[config.mk]
export PLATFORM = sky130hd
export DESIGN_NAME = fifo_burst_reader_flat
export DESIGN_NICKNAME = d
export VERILOG_FILES = /design/src/rtl/fifo_pkg.sv /design/src/rtl/fifo_burst_reader_if.sv /design/src/rtl/fifo_skid_buf.sv /design/src/rtl/fifo_burst_reader.sv /design/src/flat_wrapper.sv
export SDC_FILE = /design/constraint.sdc
export NUM_CORES = 1
export LEC_CHECK = 0
export BUFFER_PORTS_ARGS = -buffer_cell sky130_fd_sc_hd__buf_4
export CAP_MARGIN = 25
export CELL_PAD_IN_SITES_DETAIL_PLACEMENT = 1
export CELL_PAD_IN_SITES_GLOBAL_PLACEMENT = 1
export CORE_MARGIN = 4
export CORE_UTILIZATION = 45
export CTS_BUF_LIST = sky130_fd_sc_hd__clkbuf_4 sky130_fd_sc_hd__clkbuf_8
export DETAILED_ROUTE_END_ITERATION = 8
export GPL_ROUTABILITY_DRIVEN = 0
export HOLD_SLACK_MARGIN = 0.02
export PLACE_DENSITY_LB_ADDON = 0.1
export SETUP_SLACK_MARGIN = 0.5
export SYNTH_ARGS = -nofsm -noshare
export SYNTH_HDL_FRONTEND = slang
export SYNTH_SLANG_ARGS = --single-unit
export TNS_END_PERCENT = 50
[constraint.sdc]
create_clock -name clk -period 2.3 [get_ports clk]
set_clock_uncertainty 0.1 [all_clocks]
set_input_delay 0.345 -clock clk [delete_from_list [all_inputs] [get_ports clk]]
set_output_delay 0.345 -clock clk [all_outputs]
set_load 0.01 [all_outputs]
[src/rtl/fifo_pkg.sv]
// Shared types and default sizes for the FIFO burst reader and its output buffer.
package fifo_pkg;

  localparam int DEF_DATA_WIDTH = 32;
  localparam int DEF_LEN_WIDTH  = 8;

  typedef enum logic [1:0] {
    IDLE  = 2'd0,
    READ  = 2'd1,
    DRAIN = 2'd2,
    DONE  = 2'd3
  } state_e;

endpackage : fifo_pkg

[src/rtl/fifo_burst_reader_if.sv]
// Upstream FIFO read port plus downstream valid/ready stream, bundled for the burst reader.
interface fifo_burst_reader_if
  import fifo_pkg::*;
#(
  parameter int DATA_WIDTH = DEF_DATA_WIDTH
) ();

  logic                  fifo_empty;
  logic                  fifo_r_en;
  logic [DATA_WIDTH-1:0] fifo_data_out;
  logic                  m_valid;
  logic                  m_ready;
  logic [DATA_WIDTH-1:0] m_data;

  modport master (
    input  fifo_empty, fifo_data_out, m_ready,
    output fifo_r_en, m_valid, m_data
  );

  modport slave (
    output fifo_empty, fifo_data_out, m_ready,
    input  fifo_r_en, m_valid, m_data
  );

endinterface : fifo_burst_reader_if

[src/rtl/fifo_skid_buf.sv]
// Two-entry ordered buffer; push and pop may happen in the same cycle.
// The caller guarantees no push when full and no pop when empty.
module fifo_skid_buf
  import fifo_pkg::*;
#(
  parameter int DATA_WIDTH = DEF_DATA_WIDTH
) (
  input  logic                  clk,
  input  logic                  rst_n,
  input  logic                  push,
  input  logic [DATA_WIDTH-1:0] push_data,
  input  logic                  pop,
  output logic                  valid,
  output logic [DATA_WIDTH-1:0] head,
  output logic [1:0]            count
);

  logic [DATA_WIDTH-1:0] mem_q [2];
  logic                  wr_ptr_q;
  logic                  rd_ptr_q;
  logic [1:0]            count_q;

  // NOTE: sequential state uses non-blocking assignments so every register samples pre-edge values.
  always_ff @(posedge clk or negedge rst_n) begin
    if (!rst_n) begin
      // NOTE: the storage is reset too, so the exposed head reads zero while in reset.
      mem_q[0] <= '0;
      mem_q[1] <= '0;
      wr_ptr_q <= 1'b0;
      rd_ptr_q <= 1'b0;
      count_q  <= 2'd0;
    end else begin
      if (push) begin
        mem_q[wr_ptr_q] <= push_data;
        wr_ptr_q        <= ~wr_ptr_q;
      end
      if (pop) begin
        rd_ptr_q <= ~rd_ptr_q;
      end
      case ({push, pop})
        2'b10:   count_q <= count_q + 2'd1;
        2'b01:   count_q <= count_q - 2'd1;
        default: count_q <= count_q;
      endcase
    end
  end

  assign valid = (count_q != 2'd0);
  assign head  = mem_q[rd_ptr_q];
  assign count = count_q;

endmodule : fifo_skid_buf

[src/rtl/fifo_burst_reader.sv]
// Pops burst_len words from an upstream FIFO (one-cycle read latency) and streams them
// downstream through a two-entry buffer, with done/busy framing around each burst.
module fifo_burst_reader
  import fifo_pkg::*;
#(
  parameter int DATA_WIDTH = DEF_DATA_WIDTH,
  parameter int LEN_WIDTH  = DEF_LEN_WIDTH
) (
  input  logic                 clk,
  input  logic                 rst_n,
  input  logic                 start,
  input  logic [LEN_WIDTH-1:0] burst_len,
  output logic                 busy,
  output logic                 done,
  fifo_burst_reader_if.master  bus
);

  state_e                state_q, state_d;
  logic [LEN_WIDTH-1:0]  remaining_q, remaining_d;
  logic                  inflight_q;

  logic                  buf_valid;
  logic [DATA_WIDTH-1:0] buf_head;
  logic [1:0]            buf_count;
  logic                  pop;
  logic [1:0]            occupancy;
  logic                  rd_en;
  logic                  buf_emptying;

  fifo_skid_buf #(
    .DATA_WIDTH (DATA_WIDTH)
  ) u_skid_buf (
    .clk       (clk),
    .rst_n     (rst_n),
    .push      (inflight_q),
    .push_data (bus.fifo_data_out),
    .pop       (pop),
    .valid     (buf_valid),
    .head      (buf_head),
    .count     (buf_count)
  );

  assign pop = buf_valid && bus.m_ready;

  // Buffered words are counted after this cycle's downstream pop, which keeps the
  // buffer from overflowing while still allowing one pop per cycle when unstalled.
  assign occupancy = buf_count + {1'b0, inflight_q} - {1'b0, pop};

  assign rd_en = (state_q == READ) && !bus.fifo_empty &&
                 (remaining_q != '0) && (occupancy < 2'd2);

  // Finish in the same cycle the final word leaves, so done follows the last transfer.
  assign buf_emptying = !inflight_q &&
                        ((buf_count == 2'd0) || ((buf_count == 2'd1) && pop));

  // NOTE: every always_comb output gets a default first so no path can infer a latch.
  always_comb begin
    state_d     = state_q;
    remaining_d = remaining_q;
    case (state_q)
      IDLE: begin
        if (start) begin
          remaining_d = burst_len;
          state_d     = (burst_len == '0) ? DONE : READ;
        end
      end
      READ: begin
        if (rd_en && (remaining_q == LEN_WIDTH'(1))) begin
          state_d = DRAIN;
        end
      end
      DRAIN: begin
        if (buf_emptying) begin
          state_d = DONE;
        end
      end
      DONE:    state_d = IDLE;
      default: state_d = IDLE;
    endcase
    if (rd_en) begin
      remaining_d = remaining_q - LEN_WIDTH'(1);
    end
  end

  always_ff @(posedge clk or negedge rst_n) begin
    if (!rst_n) begin
      state_q     <= IDLE;
      remaining_q <= '0;
      inflight_q  <= 1'b0;
    end else begin
      state_q     <= state_d;
      remaining_q <= remaining_d;
      inflight_q  <= rd_en;
    end
  end

  assign busy          = (state_q != IDLE);
  assign done          = (state_q == DONE);
  assign bus.fifo_r_en = rd_en;
  assign bus.m_valid   = buf_valid;
  assign bus.m_data    = buf_head;

endmodule : fifo_burst_reader

[src/flat_wrapper.sv]
// flat-port wrapper written by rule: the top's interface ports become plain ports
module fifo_burst_reader_flat import fifo_pkg::*;
#(
  parameter int DATA_WIDTH = DEF_DATA_WIDTH,
  parameter int LEN_WIDTH  = DEF_LEN_WIDTH
)
  (clk, rst_n, start, burst_len, busy, done, bus_fifo_empty, bus_fifo_data_out, bus_m_ready, bus_fifo_r_en, bus_m_valid, bus_m_data);
  fifo_burst_reader_if #(.DATA_WIDTH(DATA_WIDTH)) bus_i ();
  input  logic clk;
  input  logic rst_n;
  input  logic start;
  input  logic [LEN_WIDTH-1:0] burst_len;
  output logic busy;
  output logic done;
  input wire logic [$bits(bus_i.fifo_empty)-1:0] bus_fifo_empty;
  input wire logic [$bits(bus_i.fifo_data_out)-1:0] bus_fifo_data_out;
  input wire logic [$bits(bus_i.m_ready)-1:0] bus_m_ready;
  output wire logic [$bits(bus_i.fifo_r_en)-1:0] bus_fifo_r_en;
  output wire logic [$bits(bus_i.m_valid)-1:0] bus_m_valid;
  output wire logic [$bits(bus_i.m_data)-1:0] bus_m_data;
  assign bus_i.fifo_empty = bus_fifo_empty;
  assign bus_i.fifo_data_out = bus_fifo_data_out;
  assign bus_i.m_ready = bus_m_ready;
  assign bus_fifo_r_en = bus_i.fifo_r_en;
  assign bus_m_valid = bus_i.m_valid;
  assign bus_m_data = bus_i.m_data;
  fifo_burst_reader #(.DATA_WIDTH(DATA_WIDTH), .LEN_WIDTH(LEN_WIDTH)) u_core (.clk(clk), .rst_n(rst_n), .start(start), .burst_len(burst_len), .busy(busy), .done(done), .bus(bus_i));
endmodule
==> flow_summary.yaml, run 1 <==
worst_setup_path:
  crit_required_ps: 1860
  path_buf_inv: 3
  reg2regPathDepth: 11
  cp-end-kind: "primary output"
  crit_top_cell: "inv_2"
  worstSetupPathDepth: 8
  cp_top_family: "multiplexers"
  startpoint_type: "flop"
  worstSetupPathType: "flop to primary output"
  critical_path_arrival_ps: 1860
  regToRegSetupSlack_ps: 40
  cp_slowest_cell: "dfrtp_1"
  critPathMaxFanout: 2
  max_stage_delay_ps: 400
  crit_chain: "inv_2, ha_4, nand2b_4, mux2i_2, mux2_4, nand2_4, inv_2, buf_6"
synthesis:
  syn_avg_cell_area_um2: 12.9
  synthAdderAreaFrac_pct: 2.61
  yosys_warnings: 0
  synth_seq_area_share_pct: 51.5
  synth_top_area_share_pct: 51.5
  synthMuxAreaShare_pct: 29.9
  synth-simple-area-share_pct: 7.73
  yosysMostFrequentCell: "mux2_2"
  synth_edf_count: 0
  ys_dominant_reg_cell: "dfrtp_1"
  synth_area_um2: 3840
  synth_nets: 350
  yosysTopAreaCell: "dfrtp_1"
  synth_cell_types: 38
  synthTopCellsByCount: "mux2_2 (96), dfrtp_1 (79), nand2_1 (18), inv_1 (11), nand3_1 (9)"
  synth-async-reset-ratio_pct: 100
  synth_compound_area_share_pct: 3.75
  synth-xor-area-share_pct: 0.913
  synth_top_family_by_area: "multiplexers"
  synth_cells: 297
  synth_seq_cells: 79
  synth.area.top_cells: "dfrtp_1 (52%), mux2_2 (28%), ha_1 (2.6%)"
cts:
  clkSinkCount: 79
  cts.htree.levels: 3
  path_clk_slew_ps: 90
  max-clock-path-buffers: 2
  cts_tree: "done"
  cts-buffers-inserted: 9
  cts_root_buf: "clkbuf_8"
  clock_latency_ps: 340
outcome:
  outcome: "complete, but fails checks"
  violations: "negative setup slack"
detailed_routing:
  wire_per_inst_um: 20.6
  drc: 0
  dr.pass1.iters: 4
  avgViaCountPerCell: 5.48
  ant_nets: 0
  drtIter0Drc: 80
  wl_um: 10400
  vias: 2777
die:
  dieArea_um2: 10100
  std_cell_rows: 33
  core-area_um2: 8260
  ios: 81
  die_x_um: 100
  die_y_um: 100
  start_util_pct: 46.5
power_and_ir_drop:
  switching_share_pct: 34.4
  internal_power_w: 0.00563
  p_switching_w: 0.00296
  power.share.clock_pct: 14.2
  seqPwrFrac_pct: 30.5
  p_per_area_nw_per_um2: 1600
  p_comb_share_pct: 55.3
  p_leak_nw: 2.53
  ir_drop_uv: 639
timing:
  period_needed_ps: 2300
  min_period_over_period_pct: 100
  setup_slack_ps: -0.616
  rsz0062_at_grt: "true"
  finalSetupViolations: 1
  worst_pin_slew_ps: 538
  finalHoldViolations: 0
  tns_ps: -0.616
  max_freq_ghz: 0.435
  drv_slew: 0
  relSlewSlack_pct: 64.0
global_route:
  grt_pass1_vias: 3148
  grt_first_pass_wirelength_um: 16300
  grt_overflow: 0
  grt_max_degree: 42
  antenna_found_initial: 0
  grt_usage_pct: 20.9
final_layout:
  nets: 450
  post-route-util_pct: 65.1
  drive_gt1_share_pct: 59.5
  antenna_cells: 0
  syn2layout_area_growth_pct: 40.1
  instances_no_fill: 507
place:
  dp_slack_ps: 137
  portBuffers: 80
  placedCellCount: 474
  hpwl_um: 6240
hold_path:
  hold-path-cell-count: 2
  hold_class: "primary input to flop"
job:
  cap_violations: 0
==> path summary, 6_finish.rpt <==
kind	start	endpoint
worst max-delay path	u_core.u_skid_buf.count[1]	bus_fifo_r_en
worst min-delay path	bus_fifo_data_out[18]	u_core.u_skid_buf.mem_q[18]
worst max register to register	u_core.u_skid_buf.count[1]	u_core.remaining_q[7]
worst min register to register	u_core.u_skid_buf.mem_q[33]	u_core.u_skid_buf.mem_q[33]
max in group asynchronous	rst_n	u_core.u_skid_buf.mem_q[62]
min in group asynchronous	rst_n	u_core.u_skid_buf.mem_q[14]
==> through the flow <==
step / power (W) / hold slack, ps / cell area, µm²
finish: 0.00859 / 132 / 5370
detailed placement: 0.00607 / 261 / 4600
global route: 0.00912 / 110 / 5370
global placement: 0.00590 / 260 / 4600
floorplan: 0.00474 / -50.6 / 3860
CTS: 0.00804 / 120 / 5190
==> state kept, by name, indices dropped and copies added (netlist names) <==
name / cells
u_core.inflight_q: 1
u_core.remaining_q: 8
u_core.state_q: 2
u_core.u_skid_buf.count: 2
u_core.u_skid_buf.mem_q: 64
u_core.u_skid_buf.rd_ptr_q: 1
u_core.u_skid_buf.wr_ptr_q: 1
==> worst reg2reg max path, delay by kind of cell (launching register included) <==
kind | cells | cell delay [ps]
adder cells (fa/ha/maj) | 1 | 130
AO/OA/AOI/OAI | 1 | 210
buffers and inverters | 5 | 600
multiplexers | 2 | 560
flip-flops | 1 | 400
AND/OR/NAND/NOR | 2 | 200
==> cell type report <==
type | instances | area (µm²)
clock buffer | 11 | 145
fill | 798 | 2880
multi-input combinational | 190 | 1940
inverter | 11 | 41.3
clock inverter | 5 | 88.8
sequential | 79 | 1980
timing repair buffer | 106 | 1050
tap | 105 | 131
==> power by group through the flow <==
stage	Clock [W]	Sequential, W	Combinational [W]
5_1_grt	0.00131	0.00272	0.00509
3_3_place_gp	0	0.00250	0.00340
6_report	0.00122	0.00262	0.00475
4_1_cts	0.00123	0.00254	0.00426
3_5_place_dp	0	0.00257	0.00350
2_1_floorplan	0	0.00238	0.00235
==> repair_timing <==
action,in CTS,in global routing
gates resized for setup,41,50
hold buffers,1,0
pin swaps,1,3
endpoints found under the hold margin,38,0
gates cloned,3,0
endpoints found under the setup margin,44,44
setup buffers,13,0
==> cell usage in the layout, fill, tap and decap left out, types with 3 or more instances in the layout <==
| master | Yosys | final |
|---|---|---|
| mux2_2 | 96 | 64 |
| dfrtp_1 | 79 | 78 |
| clkbuf_8 | 0 | 10 |
| mux2_4 | 1 | 33 |
| buf_16 | 0 | 3 |
| a21oi_1 | 4 | 3 |
| nor4_1 | 3 | 3 |
| mux2i_1 | 5 | 3 |
| buf_6 | 3 | 36 |
| ha_1 | 8 | 5 |
| nand3_1 | 9 | 9 |
| inv_1 | 11 | 7 |
| inv_2 | 0 | 4 |
| nand4b_1 | 3 | 3 |
| nor2_1 | 8 | 8 |
| buf_4 | 1 | 61 |
| nand2_1 | 18 | 17 |
| nand4_1 | 4 | 4 |
| a22o_1 | 6 | 6 |
| buf_12 | 0 | 4 |
==> routing by layer <==
layer,vias up,global-route usage (%),wire (µm)
li1,1269,-,-
met1,1437,25.3,4220
met2,63,37.9,5660
met3,8,3.47,430
met4,0,6.32,102
met5,-,0,0
==> cell families (layout without fill, tap and decap cells) <==
logic type,count (synthesis),count (layout)
AO/OA/AOI/OAI,20,20
XOR/XNOR,4,4
adder cells (fa/ha/maj),8,8
buffers and inverters,28,133
flip-flops,79,79
multiplexers,102,102
AND/OR/NAND/NOR,56,56
No activity file was read; power rests on OpenSTA's default activity.
==> inputs of run 2 (changes only) <==
--- a/config.mk
+++ b/config.mk
@@ -13,10 +13,10 @@
 export CORE_UTILIZATION = 45
 export CTS_BUF_LIST = sky130_fd_sc_hd__clkbuf_4 sky130_fd_sc_hd__clkbuf_8
 export DETAILED_ROUTE_END_ITERATION = 8
-export GPL_ROUTABILITY_DRIVEN = 0
 export HOLD_SLACK_MARGIN = 0.02
 export PLACE_DENSITY_LB_ADDON = 0.1
 export SETUP_SLACK_MARGIN = 0.5
+export SKIP_CTS_REPAIR_TIMING = 1
 export SYNTH_ARGS = -nofsm -noshare
 export SYNTH_HDL_FRONTEND = slang
 export SYNTH_SLANG_ARGS = --single-unit
==> flow_summary.yaml, run 2 (synthesized netlist as in run 1, its figures left out) <==
outcome:
  outcome: "complete, but fails checks"
  violations: "negative setup slack"
place:
  gp_congestion: 0.811
  placedCellCount: 474
  dp_slack_ps: 137
  hpwl_um: 6240
  portBuffers: 80
  place_area_um2: 4600
detailed_routing:
  ant_nets: 0
  drtIter0Drc: 53
  wire_per_inst_um: 18.9
  dr.pass1.iters: 4
  wl_um: 9540
  vias: 2712
  avgViaCountPerCell: 5.38
  drc: 0
die:
  die_y_um: 100
  std_cell_rows: 33
  die_x_um: 100
  dieArea_um2: 10100
  core-area_um2: 8260
  ios: 81
  start_util_pct: 46.5
power_and_ir_drop:
  p_per_area_nw_per_um2: 1570
  p_leak_nw: 2.50
  power_w: 0.00830
  ir_drop_uv: 621
timing:
  rsz0062_at_grt: "true"
  finalSetupViolations: 1
  setup_slack_ps: -71.8
  finalHoldViolations: 0
  max_freq_ghz: 0.422
  drv_slew: 0
  worst_pin_slew_ps: 535
  period_needed_ps: 2370
  relSlewSlack_pct: 64.4
  min_period_over_period_pct: 103
global_route:
  grt_usage_pct: 18.3
  grt_max_degree: 42
  antenna_found_initial: 0
  grt_pass1_vias: 2933
  grt_first_pass_wirelength_um: 14400
  grt_overflow: 0
final_layout:
  fin_area_um2: 5280
  instances_no_fill: 504
  drive_gt1_share_pct: 58.9
  mostFrequentLayoutCells: "dfrtp_1 (78), mux2_2 (64), buf_4 (63)"
  reg_top3: "u_core.u_skid_buf.mem_q (64), u_core.remaining_q (8)"
  final_common_cell: "dfrtp_1"
  nets: 447
  top_register: "u_core.u_skid_buf.mem_q"
  antenna_cells: 0
  largest_reg_flops: 64
  syn2layout_area_growth_pct: 37.7
worst_setup_path:
  crit_required_ps: 1860
  path_buf_inv: 3
  worstSetupPathType: "flop to primary output"
  cp_slowest_cell: "dfrtp_1"
  critPathMaxFanout: 4
  cp-end-kind: "primary output"
  crit_top_cell: "inv_2"
  max_stage_delay_ps: 410
  crit_chain: "inv_2, ha_4, nand2b_4, mux2i_2, mux2_4, nand2_4, inv_2, buf_6"
  cp_top_family: "multiplexers"
  startpoint_type: "flop"
  critical_path_arrival_ps: 1930
cts:
  clkSinkCount: 79
  cts.htree.levels: 3
  clock_latency_ps: 340
  path_clk_slew_ps: 90
  cts_tree: "done"
  cts-buffers-inserted: 9
  cts_root_buf: "clkbuf_8"
  max-clock-path-buffers: 2
hold_path:
  hold_class: "primary input to flop"
job:
  cap_violations: 0
## run 2: cell types whose count changed in the layout (fill, tap and decap cells not counted), sizes merged
cell,before,now
clkbuf,11,13
buf,105,100
## run 2: layer usage
layer / up-vias / routed length, µm / GRT usage [%]
li1: 1255 / - / -
met1: 1393 / 4010 / 22.3
met2: 56 / 5030 / 32.6
met3: 8 / 410 / 3.75
met4: 0 / 86 / 4.97
met5: - / 0 / 0
## run 2: path summary, 6_finish.rpt
kind                                             startpoint                          end  slack, ps  cells after the start
worst max-delay path             u_core.u_skid_buf.count[1]                bus_fifo_r_en        -70                      8
worst min-delay path                  bus_fifo_data_out[28]  u_core.u_skid_buf.mem_q[60]        130                      2
worst max register to register   u_core.u_skid_buf.count[1]        u_core.remaining_q[0]        230                      8
worst min register to register  u_core.u_skid_buf.mem_q[33]  u_core.u_skid_buf.mem_q[33]        410                      1
max in group asynchronous                             rst_n  u_core.u_skid_buf.mem_q[62]       1070                      3
min in group asynchronous                             rst_n  u_core.u_skid_buf.mem_q[14]        420                      2
## run 2: through the flow
stage                     util (%)  setup TNS (ps)  hold WS (ps)
after global routing          64.0            -158           112
after global placement        55.7               0           260
final                         64.0           -71.8           135
after detailed placement      55.7               0           261
after CTS                     58.6            -252          -123
after floorplan                  -               0         -50.6
## run 2: layout make-up
| cell class | instances | area, µm² |
|---|---|---|
| fillers | 823 | 2970 |
| flip-flops and latches | 79 | 1980 |
| multi-input cells | 190 | 1920 |
| repair buffers | 103 | 976 |
| clock buffers | 11 | 145 |
| well taps | 105 | 131 |
| clock inverters | 5 | 88.8 |
| inverters | 11 | 41.3 |
## run 2: power by group
group / internal (W) / leakage [nW] / switching, W
Combinational: 0.00273 / 1.43 / 0.00177
Sequential: 0.00210 / 0.943 / 0.000498
Clock: 0.000667 / 0.119 / 0.000531
